**src/rtl/serial_rc_subtractor.sv**
```systemverilog
// ============================================================================
// Module      : serial_rc_subtractor
// Description : Digit-serial ripple-borrow subtractor, diff = a - b - bin,
//               K bits per clock, LSB digit first, valid/ready on both sides.
//               Optional macro SUB_APPROX_LSB_EN: borrow-free low APPROX_BITS.
// Revision    : 1.0 - initial release
// ============================================================================
`default_nettype none

module serial_rc_subtractor #(
   parameter int N           = 8,
   parameter int K           = 2,
   parameter int APPROX_BITS = 2
) (
   input  logic         clk,
   input  logic         rst_n,
   input  logic         in_valid,
   output logic         in_ready,
   input  logic [N-1:0] a,
   input  logic [N-1:0] b,
   input  logic         bin,
   output logic         out_valid,
   input  logic         out_ready,
   output logic [N-1:0] diff,
   output logic         bout
);

   localparam int c_digits = N / K;
   localparam int c_cw     = (c_digits > 1) ? $clog2(c_digits) : 1;
   localparam logic [c_cw-1:0] c_last     = c_cw'(c_digits - 1);
   localparam logic [N-1:0]    c_dig_mask = N'({K{1'b1}});

   if ((K < 1) || (K > N) || ((N % K) != 0) || (APPROX_BITS < 0) || (APPROX_BITS > N))
   begin : g_param_check
      $error("serial_rc_subtractor: illegal N/K/APPROX_BITS combination");
   end

   typedef enum logic [1:0] {
      S_IDLE = 2'd0,
      S_RUN  = 2'd1,
      S_DONE = 2'd2
   } state_t;

   state_t          r_state;
   logic [c_cw-1:0] r_cnt;
   logic [N-1:0]    r_a;
   logic [N-1:0]    r_b;
   logic            r_br;
   logic [N-1:0]    r_diff;
   logic            r_bout;
   logic            r_in_ready;
   logic            r_out_valid;

   logic [31:0]     w_base;
   logic [K-1:0]    w_ad;
   logic [K-1:0]    w_bd;
   logic [K-1:0]    w_dd;
   logic [K-1:0]    w_approx;
   logic [K:0]      w_br;

   assign w_base = 32'(r_cnt) * 32'(K);
   assign w_ad   = K'(r_a >> w_base);
   assign w_bd   = K'(r_b >> w_base);

`ifdef SUB_APPROX_LSB_EN
   // A bit is approximate when its absolute position lies below APPROX_BITS.
   for (genvar gi = 0; gi < K; gi++) begin : g_approx
      assign w_approx[gi] = ((w_base + 32'(gi)) < 32'(APPROX_BITS));
   end
`else
   assign w_approx = '0;
`endif

   // Approximate bits emit no borrow, so the first exact bit sees borrow 0.
   always_comb begin
      w_dd    = '0;
      w_br    = '0;
      w_br[0] = r_br;
      for (int i = 0; i < K; i++) begin
         if (w_approx[i]) begin
            w_dd[i]   = w_ad[i] ^ w_bd[i];
            w_br[i+1] = 1'b0;
         end else begin
            w_dd[i]   = w_ad[i] ^ w_bd[i] ^ w_br[i];
            w_br[i+1] = (~w_ad[i] & w_bd[i]) | (~(w_ad[i] ^ w_bd[i]) & w_br[i]);
         end
      end
   end

   always_ff @(posedge clk or negedge rst_n) begin
      if (!rst_n) begin
         r_state     <= S_IDLE;
         r_cnt       <= '0;
         r_a         <= '0;
         r_b         <= '0;
         r_br        <= 1'b0;
         r_diff      <= '0;
         r_bout      <= 1'b0;
         r_in_ready  <= 1'b1;
         r_out_valid <= 1'b0;
      end else begin
         case (r_state)
            S_IDLE: begin
               if (in_valid) begin
                  r_a        <= a;
                  r_b        <= b;
                  r_br       <= bin;
                  r_cnt      <= '0;
                  r_in_ready <= 1'b0;
                  r_state    <= S_RUN;
               end
            end
            S_RUN: begin
               r_diff <= (r_diff & ~(c_dig_mask << w_base)) | (N'(w_dd) << w_base);
               r_br   <= w_br[K];
               r_cnt  <= r_cnt + 1'b1;
               if (r_cnt == c_last) begin
                  r_cnt       <= '0;
                  r_bout      <= w_br[K];
                  r_out_valid <= 1'b1;
                  r_state     <= S_DONE;
               end
            end
            S_DONE: begin
               if (out_ready) begin
                  r_out_valid <= 1'b0;
                  r_in_ready  <= 1'b1;
                  r_state     <= S_IDLE;
               end
            end
            default: begin
               r_out_valid <= 1'b0;
               r_in_ready  <= 1'b1;
               r_state     <= S_IDLE;
            end
         endcase
      end
   end

   assign in_ready  = r_in_ready;
   assign out_valid = r_out_valid;
   assign diff      = r_diff;
   assign bout      = r_bout;

endmodule

`default_nettype wire

```
**config.mk**
```make
export PLATFORM = sky130hd
export DESIGN_NAME = serial_rc_subtractor
export DESIGN_NICKNAME = d
export VERILOG_FILES = /design/src/rtl/serial_rc_subtractor.sv
export SDC_FILE = /design/constraint.sdc
export NUM_CORES = 1
export LEC_CHECK = 0
export ABC_AREA = 1
export CAP_MARGIN = 20
export CORE_MARGIN = 4
export CORE_UTILIZATION = 43
export CTS_BUF_LIST = sky130_fd_sc_hd__clkbuf_4 sky130_fd_sc_hd__clkbuf_8 sky130_fd_sc_hd__clkbuf_16
export CTS_CLUSTER_DIAMETER = 100
export DETAILED_ROUTE_END_ITERATION = 16
export PLACE_DENSITY_LB_ADDON = 0.15
export SLEW_MARGIN = 25
export SYNTH_ARGS = -nofsm -noshare
export SYNTH_HDL_FRONTEND = slang
export SYNTH_SLANG_ARGS = --single-unit
```
**constraint.sdc**
```tcl
create_clock -name clk -period 4.4 [get_ports clk]
set_clock_uncertainty 0.05 [all_clocks]
set_input_delay 0.66 -clock clk [delete_from_list [all_inputs] [get_ports clk]]
set_output_delay 0.66 -clock clk [all_outputs]
set_load 0.02 [all_outputs]
```
==> qor.csv <==
stage,metric,value,unit
run_status,outcome,completed,
clock_network,ctsHoldBuffers,0,
synthesis,synth_area,1546,um2
critical_path,critical_path.cell_chain,clkinv_1 > o211ai_1 > nand2_1 > fa_1 > fa_1 > nor2_1 > nand3_1 > nand2_1,
clock_network,cts_num_sinks,32,
synthesis,ys_seq_elements,32,
detailed_routing,routed_wl,2940,um
detailed_routing,drtIter0Drc,46,
sta,worst_pin_slew,0.5082,ns
sta,setup_tns,0,ns
critical_path,endpoint_kind,register,
synthesis,synthTopCellsByArea,"dfrtp_1 (50%), nand2_1 (22%), nand3_1 (5.2%)",
synthesis,synth_largest_area_cell,dfrtp_1,
sta,rsz0062_at_grt,false,
place,pre_cts_ws,1.908,ns
synthesis,ys_warn_count,0,
critical_path,critPathLaunch,r_cnt[1],
power,p_per_area,735.7,nW/um2
min_path,hp-start,in_ready,
critical_path,path_class,reg2reg,
place,hpwl,2242,um
clock_network,cts.clk_slew.worst_paths,0.10,ns
final_layout,multi_input_area,645.6,um2
power,ir_drop,0.2675,mV
run,drv_cap,0,
clock_network,cts_resized,0,
synthesis,synthTopCellsByCount,"nand2_1 (91), dfrtp_1 (31), nand3_1 (16), inv_1 (9), o21ai_0 (9)",
synthesis,ys.flop_type,dfrtp_1,
sta,finalCritPeriodShare,57.35,%
critical_path,worst_path_max_delay_cell,dfrtp_1,
power,p_total,1427,uW
floorplan,start_util,45.27,%
floorplan,io_pins,32,
critical_path,reg2regPathDepth,8,
synthesis,syn_inst,185,
final_layout,seq_area,802.0,um2
critical_path,endpoint,diff[7],
clock_network,clockBufferDepth,2,
sta,hold_viol,0,
detailed_routing,ant_nets,0,
global_routing,grt_overflow,0,
place,place_congestion,0.8834,
synthesis,synth_edf_count,0,
clock_network,clk-insertion-delay-late,0.33,ns
critical_path,regToRegSetupSlack,1.88,ns
critical_path,required,4.62,ns
critical_path,cp_max_fo,12,
global_routing,antenna_found_initial,0,
sta,maxSlewHeadroom,66.12,%
synthesis,synth_most_common_cell,nand2_1,
synthesis,synth_seq_area_share,51.86,%
critical_path,arrival,2.74,ns
final_layout,fin_nets,246,
place,io_buffers,31,
final_layout,nFillCells,352,
clock_network,h-tree-depth,2,
floorplan,die_area,4620,um2
clock_network,clockRootBuffer,clkbuf_4,
global_routing,grt_pass1_wl,5106,um
critical_path,r2r-start,r_cnt[1],
sta,finalCriticalPeriod,2.523,ns
detailed_routing,drt-pass1-iter-count,4,
sta,fmax,0.3963,GHz
critical_path,critPathLaunchType,register,
synthesis,async_reset_ff_share,100.0,%
floorplan,num_rows,21,
final_layout,layout-drive-gt1-share,8.636,%
detailed_routing,drc,0,
floorplan,coreArea,3416,um2
floorplan,die_w,67.97,um
sta,slew_viol_final,0,
final_layout,syn2layout_area_growth,25.40,%
synthesis,netlist.area_leader.share,50.16,%
detailed_routing,via_per_inst,4.665,
detailed_routing,avgRoutedWirePerCell,11.05,um
global_routing,grt.total_usage,14.52,%
clock_network,cts_post_setup_buffers_inserted,0,
critical_path,max_stage_delay,0.57,ns
sta,setup_slack,1.877,ns
global_routing,grt_pass1_vias,1188,
clock_network,cts_tree,done,
final_layout,antenna_cells,0,
synthesis,ys_types,22,
global_routing,grt_max_degree,33,
floorplan,dieHeight,67.97,um
synthesis,avgSynthCellArea,8.359,um2
power,power_leakage,0.0009800,uW
sta,finalSetupViolCount,0,
min_path,hp-class,reg2reg,
clock_network,numCtsBuffers,5,
detailed_routing,vias,1241,
critical_path,worstReg2RegEnd,diff[7],
synthesis,synth_nets,212,
[where the power goes]
part / leakage (uW) / internal (uW) / switching, uW
Combinational: 0.000544 / 288 / 410
Sequential: 0.000397 / 435 / 110
Clock: 0.0000394 / 91.1 / 92.4
[metrics by stage]
step                      cell area, um2  std cells  hold WS, ns  util (%)
after global routing                1939        266       0.4433     56.78
after CTS                           1939        266       0.4385     56.78
final                               1939        266       0.4356     56.78
after floorplan                     1546        185       0.3144         -
after global placement              1873        258       0.4108     54.84
after detailed placement            1873        258       0.4194     54.84
[registers in the layout (all words and copies together), names as in the netlist]
signal,flops
r_state,2
r_cnt,2
r_b,8
diff,8
r_br,1
r_a,8
in_ready,1
bout,1
out_valid,1
[kinds of logic after synthesis]
family                   count (synthesis)  share of synthesized area [%]
adder cells (fa/ha/maj)                  6                          5.825
flip-flops                              32                          51.86
AND/OR/NAND/NOR                        117                          30.99
buffers and inverters                   17                          6.391
AO/OA/AOI/OAI                           13                          4.935
[per-layer routing]
metal | vias to the layer above | GRT usage [%] | share of wire (%)
met5 | - | 0 | 0
met3 | 5 | 4.105 | 5.3
met4 | 0 | 4.467 | 1.3
li1 | 643 | - | -
met2 | 28 | 23.23 | 46
met1 | 565 | 19.04 | 47
[layout make-up]
type	count	area share, %
Inverter	12	2.581
Multi-Input combinational cell	136	33.29
Clock buffer	8	3.419
Timing Repair Buffer	32	16.39
Tap cell	46	2.968
Sequential cell	32	41.35
[worst max-delay path, delay by kind of cell (launching register included)]
family / cells / cell delay [ns]
compound gates: 1 / 0.19
simple gates: 4 / 0.46
flops: 1 / 0.57
buf+inv: 1 / 0.35
fa+ha+maj: 2 / 0.86
[placed cells by master, fill, tap and decap left out, drive strengths merged, types with 2 or more instances in the layout]
master / count
nor2: 6
clkdlybuf4s50: 31
o211ai: 2
o21ai: 9
clkbuf: 8
nand2: 95
inv: 11
nand3: 16
fa: 2
dfrtp: 31
ha: 4
[how the worst min path moves through the flow]
stage	to	cells past startpoint
after floorplan	bout	0
after global placement	bout	2
after detailed placement	r_b[4]	2
after CTS	in_ready	2
after global routing	in_ready	2
final	in_ready	2
(Power assumes the default switching activity.)
==> RTL edit 1, RTL diff (config.mk and constraints unchanged) <==
Add a define of `SUB_APPROX_LSB_EN`.
--- a/src/rtl/serial_rc_subtractor.sv
+++ b/src/rtl/serial_rc_subtractor.sv
@@ -6,6 +6,8 @@
 // Revision    : 1.0 - initial release
 // ============================================================================
 `default_nettype none
+
+`define SUB_APPROX_LSB_EN
 
 module serial_rc_subtractor #(
    parameter int N           = 8,
Behaviour: not the same (a bounded check fails within 4 cycles, from zero or initial values and one cycle with rst_n low).
==> RTL edit 1 against the original RTL <==
Wire length increased by 9.1%. Total power increased by 7.6%. Worst setup slack got worse by 0.29 ns. Die area increased by 5.1%. Critical endpoint unchanged. Synthesized cell count increased by 7.6%. Final area increased by 5.5%. Largest power group unchanged. Area after synthesis increased by 5.7%. Cell count increased by 4.9%. Sequential cell count unchanged. Sequential share of layout area decreased by 2.2 points.
==> RTL edit 1: results (changes against the original RTL) <==
Placed design
  – Place WS: 1.62 ns (was 1.91 ns)
  – Placed cells: 271 (was 258)

Setup path
  – Worst setup path start: r_cnt[0] (was r_cnt[1])
  – Crit path arrival time: 2.93 ns (was 2.74 ns)
  – CP peak stage delay: 0.75 ns (was 0.57 ns)

Clock tree
  – Clk_lat worst skew: 0.28 ns (was 0.33 ns)
  – Clk slew on worst S/H paths: 0.06 ns (was 0.10 ns)
  – Root buffer cell: clkbuf_8 (was clkbuf_4)

STA
  – Worst slew margin: 0.574 (was 0.661)
  – Min Hold Slack: 0.419 ns (was 0.436 ns)

Final layout
  – Layout net count: 259 (was 246)
  – Non-filler instance count after layout: 279 (was 266)

Route
  – Met2 wire length: 1460 µm (was 1360 µm)
  – Met3 Wirelength: 157 µm (was 156 µm)
  – Initial DRC count: 81 (was 46)
  – Total number of vias: 1328 (was 1241)
  – Drt total wl: 3210 µm (was 2940 µm)

GRT
  – First-pass GRT wire length: 5530 µm (was 5110 µm)
  – Total GRT Usage: 0.141 (was 0.145)
  – Met3 Usage GRT: 0.0478 (was 0.0411)
  – Grt met2 use: 0.220 (was 0.232)

Power
  – PwrDens: 750 nW/µm² (was 736 nW/µm²)
  – Leakage: 0.00102 µW (was 0.000980 µW)

Outcome
  – Run status: finished, final reports clean (unchanged)

Logic synthesis
  – Register area share after synthesis: 0.490 (was 0.519)
  – Syn Nets: 228 (was 212)
  – Synth cell count leaders: nand2_1 (85), dfrtp_1 (31), o21ai_0 (16) (was nand2_1 (91), dfrtp_1 (31), nand3_1 (16))
  – Count of distinct cell types in the synthesized netlist: 19 (was 22)
==> RTL edit 1: cell count changes after synthesis, moves of 3 or more <==
cell,before,now
o21ai_0,9,16
nand2_2,3,0
inv_1,9,15
o211ai_1,2,6
nand2_1,91,85
o21ai_1,0,3
==> RTL edit 1: cells by family after synthesis <==
| logic type | share of synthesized area |
|---|---|
| adder cells (fa/ha/maj) | 0.0704 |
| AND/OR/NAND/NOR | 0.272 |
| flip-flops | 0.490 |
| buffers and inverters | 0.0765 |
| AO/OA/AOI/OAI | 0.0903 |
==> RTL edit 1: layout make-up <==
cell class / count / area (µm²) / share of cell area
clock buffers: 8 / 91.3 / 0.0446
inverters: 18 / 67.6 / 0.0330
multi-input cells: 141 / 708 / 0.346
flip-flops and latches: 32 / 802 / 0.392
well taps: 48 / 60.1 / 0.0293
repair buffers: 32 / 318 / 0.155
==> RTL edit 1: worst min-delay path, stage by stage, from the launching register on <==
cell     delay (ns)
dfstp_2        0.37
nand2_1        0.05
nand2_1        0.05
==> RTL edit 2, RTL diff (config.mk and constraints unchanged) <==
Without the edit above. The 3 states of `state_t` get a one-hot encoding in 3 bits.
--- a/src/rtl/serial_rc_subtractor.sv
+++ b/src/rtl/serial_rc_subtractor.sv
@@ -35,10 +35,10 @@
       $error("serial_rc_subtractor: illegal N/K/APPROX_BITS combination");
    end
 
-   typedef enum logic [1:0] {
-      S_IDLE = 2'd0,
-      S_RUN  = 2'd1,
-      S_DONE = 2'd2
+   typedef enum logic [2:0] {
+      S_IDLE = 3'b001,
+      S_RUN  = 3'b010,
+      S_DONE = 3'b100
    } state_t;
 
    state_t          r_state;
Behaviour: same outputs for any inputs over 10 cycles, from zero or initial values and one cycle with rst_n low; not proved beyond that.
==> RTL edit 2 against the original RTL <==
Cell count down 1.1%. Sequential cell count up 1. Non-clock buffer count is the same. Area after synthesis increased by 6.6%. Worst setup slack gained 0.077 ns. Total power down 0.67%. Wire length up 6.0%. Die area is 5.8% higher. Final area rose by 5.8%. Utilization down 1.1 points. Count of clock-buffer cells in the layout decreased by 1. Clock power is 33% higher.
==> RTL edit 2: results (changes against the original RTL) <==
Hold path
  – Hold_sp: bout (was in_ready)
  – Hold path endpoint: bout (was in_ready)

GRT
  – Met3 Usage GRT: 0.0504 (was 0.0411)
  – Grt met2 use: 0.224 (was 0.232)
  – Largest net degree at the start of global routing: 34 (was 33)
  – Total GRT Usage: 0.149 (was 0.145)
  – Number of global-route vias before repair: 1299 (was 1188)
  – M1 GR Usage: 0.201 (was 0.190)

Setup path
  – Reg-to-Reg Start: r_cnt[0] (was r_cnt[1])
  – CP peak stage delay: 0.70 ns (was 0.57 ns)
  – R2r setup slk: 1.95 ns (was 1.88 ns)
  – RR Endpoint: diff[3] (was diff[7])
  – CP Max Fanout: 21 (was 12)

Power
  – Sw frac: 0.412 (was 0.429)
  – Sequential group power: 537 µW (was 545 µW)
  – Logic power comb: 635 µW (was 698 µW)
  – Peak supply drop: 0.000295 V (was 0.000268 V)
  – Leakage: 0.00100 µW (was 0.000980 µW)

Clock tree
  – Clk slew on worst S/H paths: 0.06 ns (was 0.10 ns)
  – Root buffer cell: clkbuf_8 (was clkbuf_4)

Logic synthesis
  – Syn Nets: 210 (was 212)
  – Count of distinct cell types in the synthesized netlist: 24 (was 22)
  – Asr flop ratio synth: 1.00 (unchanged)
  – Top cells by area, synth: dfrtp_1 (47%), nand2_1 (13%), o21ai_0 (4.6%) (was dfrtp_1 (50%), nand2_1 (22%), nand3_1 (5.2%))
  – Synth cell count leaders: nand2_1 (57), dfrtp_1 (31), inv_1 (17) (was nand2_1 (91), dfrtp_1 (31), nand3_1 (16))
  – Prevailing post-synth register cell: dfrtp_1 (unchanged)

Route
  – Initial DRC count: 34 (was 46)
  – Via density: 4.82 (was 4.67)
  – Drt total wl: 3120 µm (was 2940 µm)

Placed design
  – Hpwl dp: 2330 µm (was 2240 µm)
  – Placed Area: 1950 µm² (was 1870 µm²)
  – IO Port Bufs: 31 (unchanged)
  – GPL Wtd Cong: 0.802 (was 0.883)

STA
  – Min Hold Slack: 0.425 ns (was 0.436 ns)

Final layout
  – Layout cells sized above 1: 0.144 (was 0.0864)
  – Layout net count: 241 (was 246)

Outcome
  – Run status: finished, final reports clean (unchanged)
RTL edit 2: cell types whose count changed in the layout (fill, tap and decap cells not counted), sizes merged:
| cell | change |
|---|---|
| o211ai | -2 |
| nor2 | -3 |
| nand3 | -8 |
| a21oi | +8 |
| dfstp | +1 |
| inv | +10 |
| o21ai | +16 |
| nand2 | -34 |
| nand4 | +9 |
| o31ai | -1 |
| clkbuf | -1 |
RTL edit 2: stage by stage:
stage | worst slack (ns) | std cells | utilization | total power (µW)
after floorplan | 2.29 | 183 | - | 1010
after global placement | 2.07 | 255 | 0.529 | 1160
after detailed placement | 1.97 | 255 | 0.529 | 1180
after CTS | 1.96 | 263 | 0.556 | 1440
after global routing | 1.69 | 263 | 0.556 | 1560
final | 1.95 | 263 | 0.556 | 1420
RTL edit 2: final cells by class:
type	count	area (µm²)
Clock buffer	7	96.3
Clock inverter	1	5.00
Fill cell	354	1640
Inverter	21	81.3
Multi-Input combinational cell	121	663
Sequential cell	33	828
Tap cell	48	60.1
Timing Repair Buffer	32	318
RTL edit 2: worst max-delay path by stage:
stage,start,to,slack [ns],cells past startpoint
after global placement,r_cnt[0],diff[3],2.07,8
final,r_cnt[0],diff[3],1.95,8
after detailed placement,r_cnt[0],diff[3],1.97,8
after floorplan,r_cnt[0],diff[1],2.29,9
after global routing,r_cnt[0],diff[3],1.69,8
after CTS,r_cnt[0],diff[3],1.96,8
RTL edit 2: logic make-up after synthesis:
family | Yosys count | share of synthesized area
compound gates | 34 | 0.124
flops | 33 | 0.502
fa+ha+maj | 6 | 0.0546
simple gates | 81 | 0.224
buf+inv | 29 | 0.0956
RTL edit 2: metal layers:
layer  routed length, µm  vias up  part of all wire
met4                  51        0             0.016
met5                   0        -                 0
met3                 180        6             0.058
met2                1410       29              0.45
li1                    -      655                 -
met1                1470      578              0.47
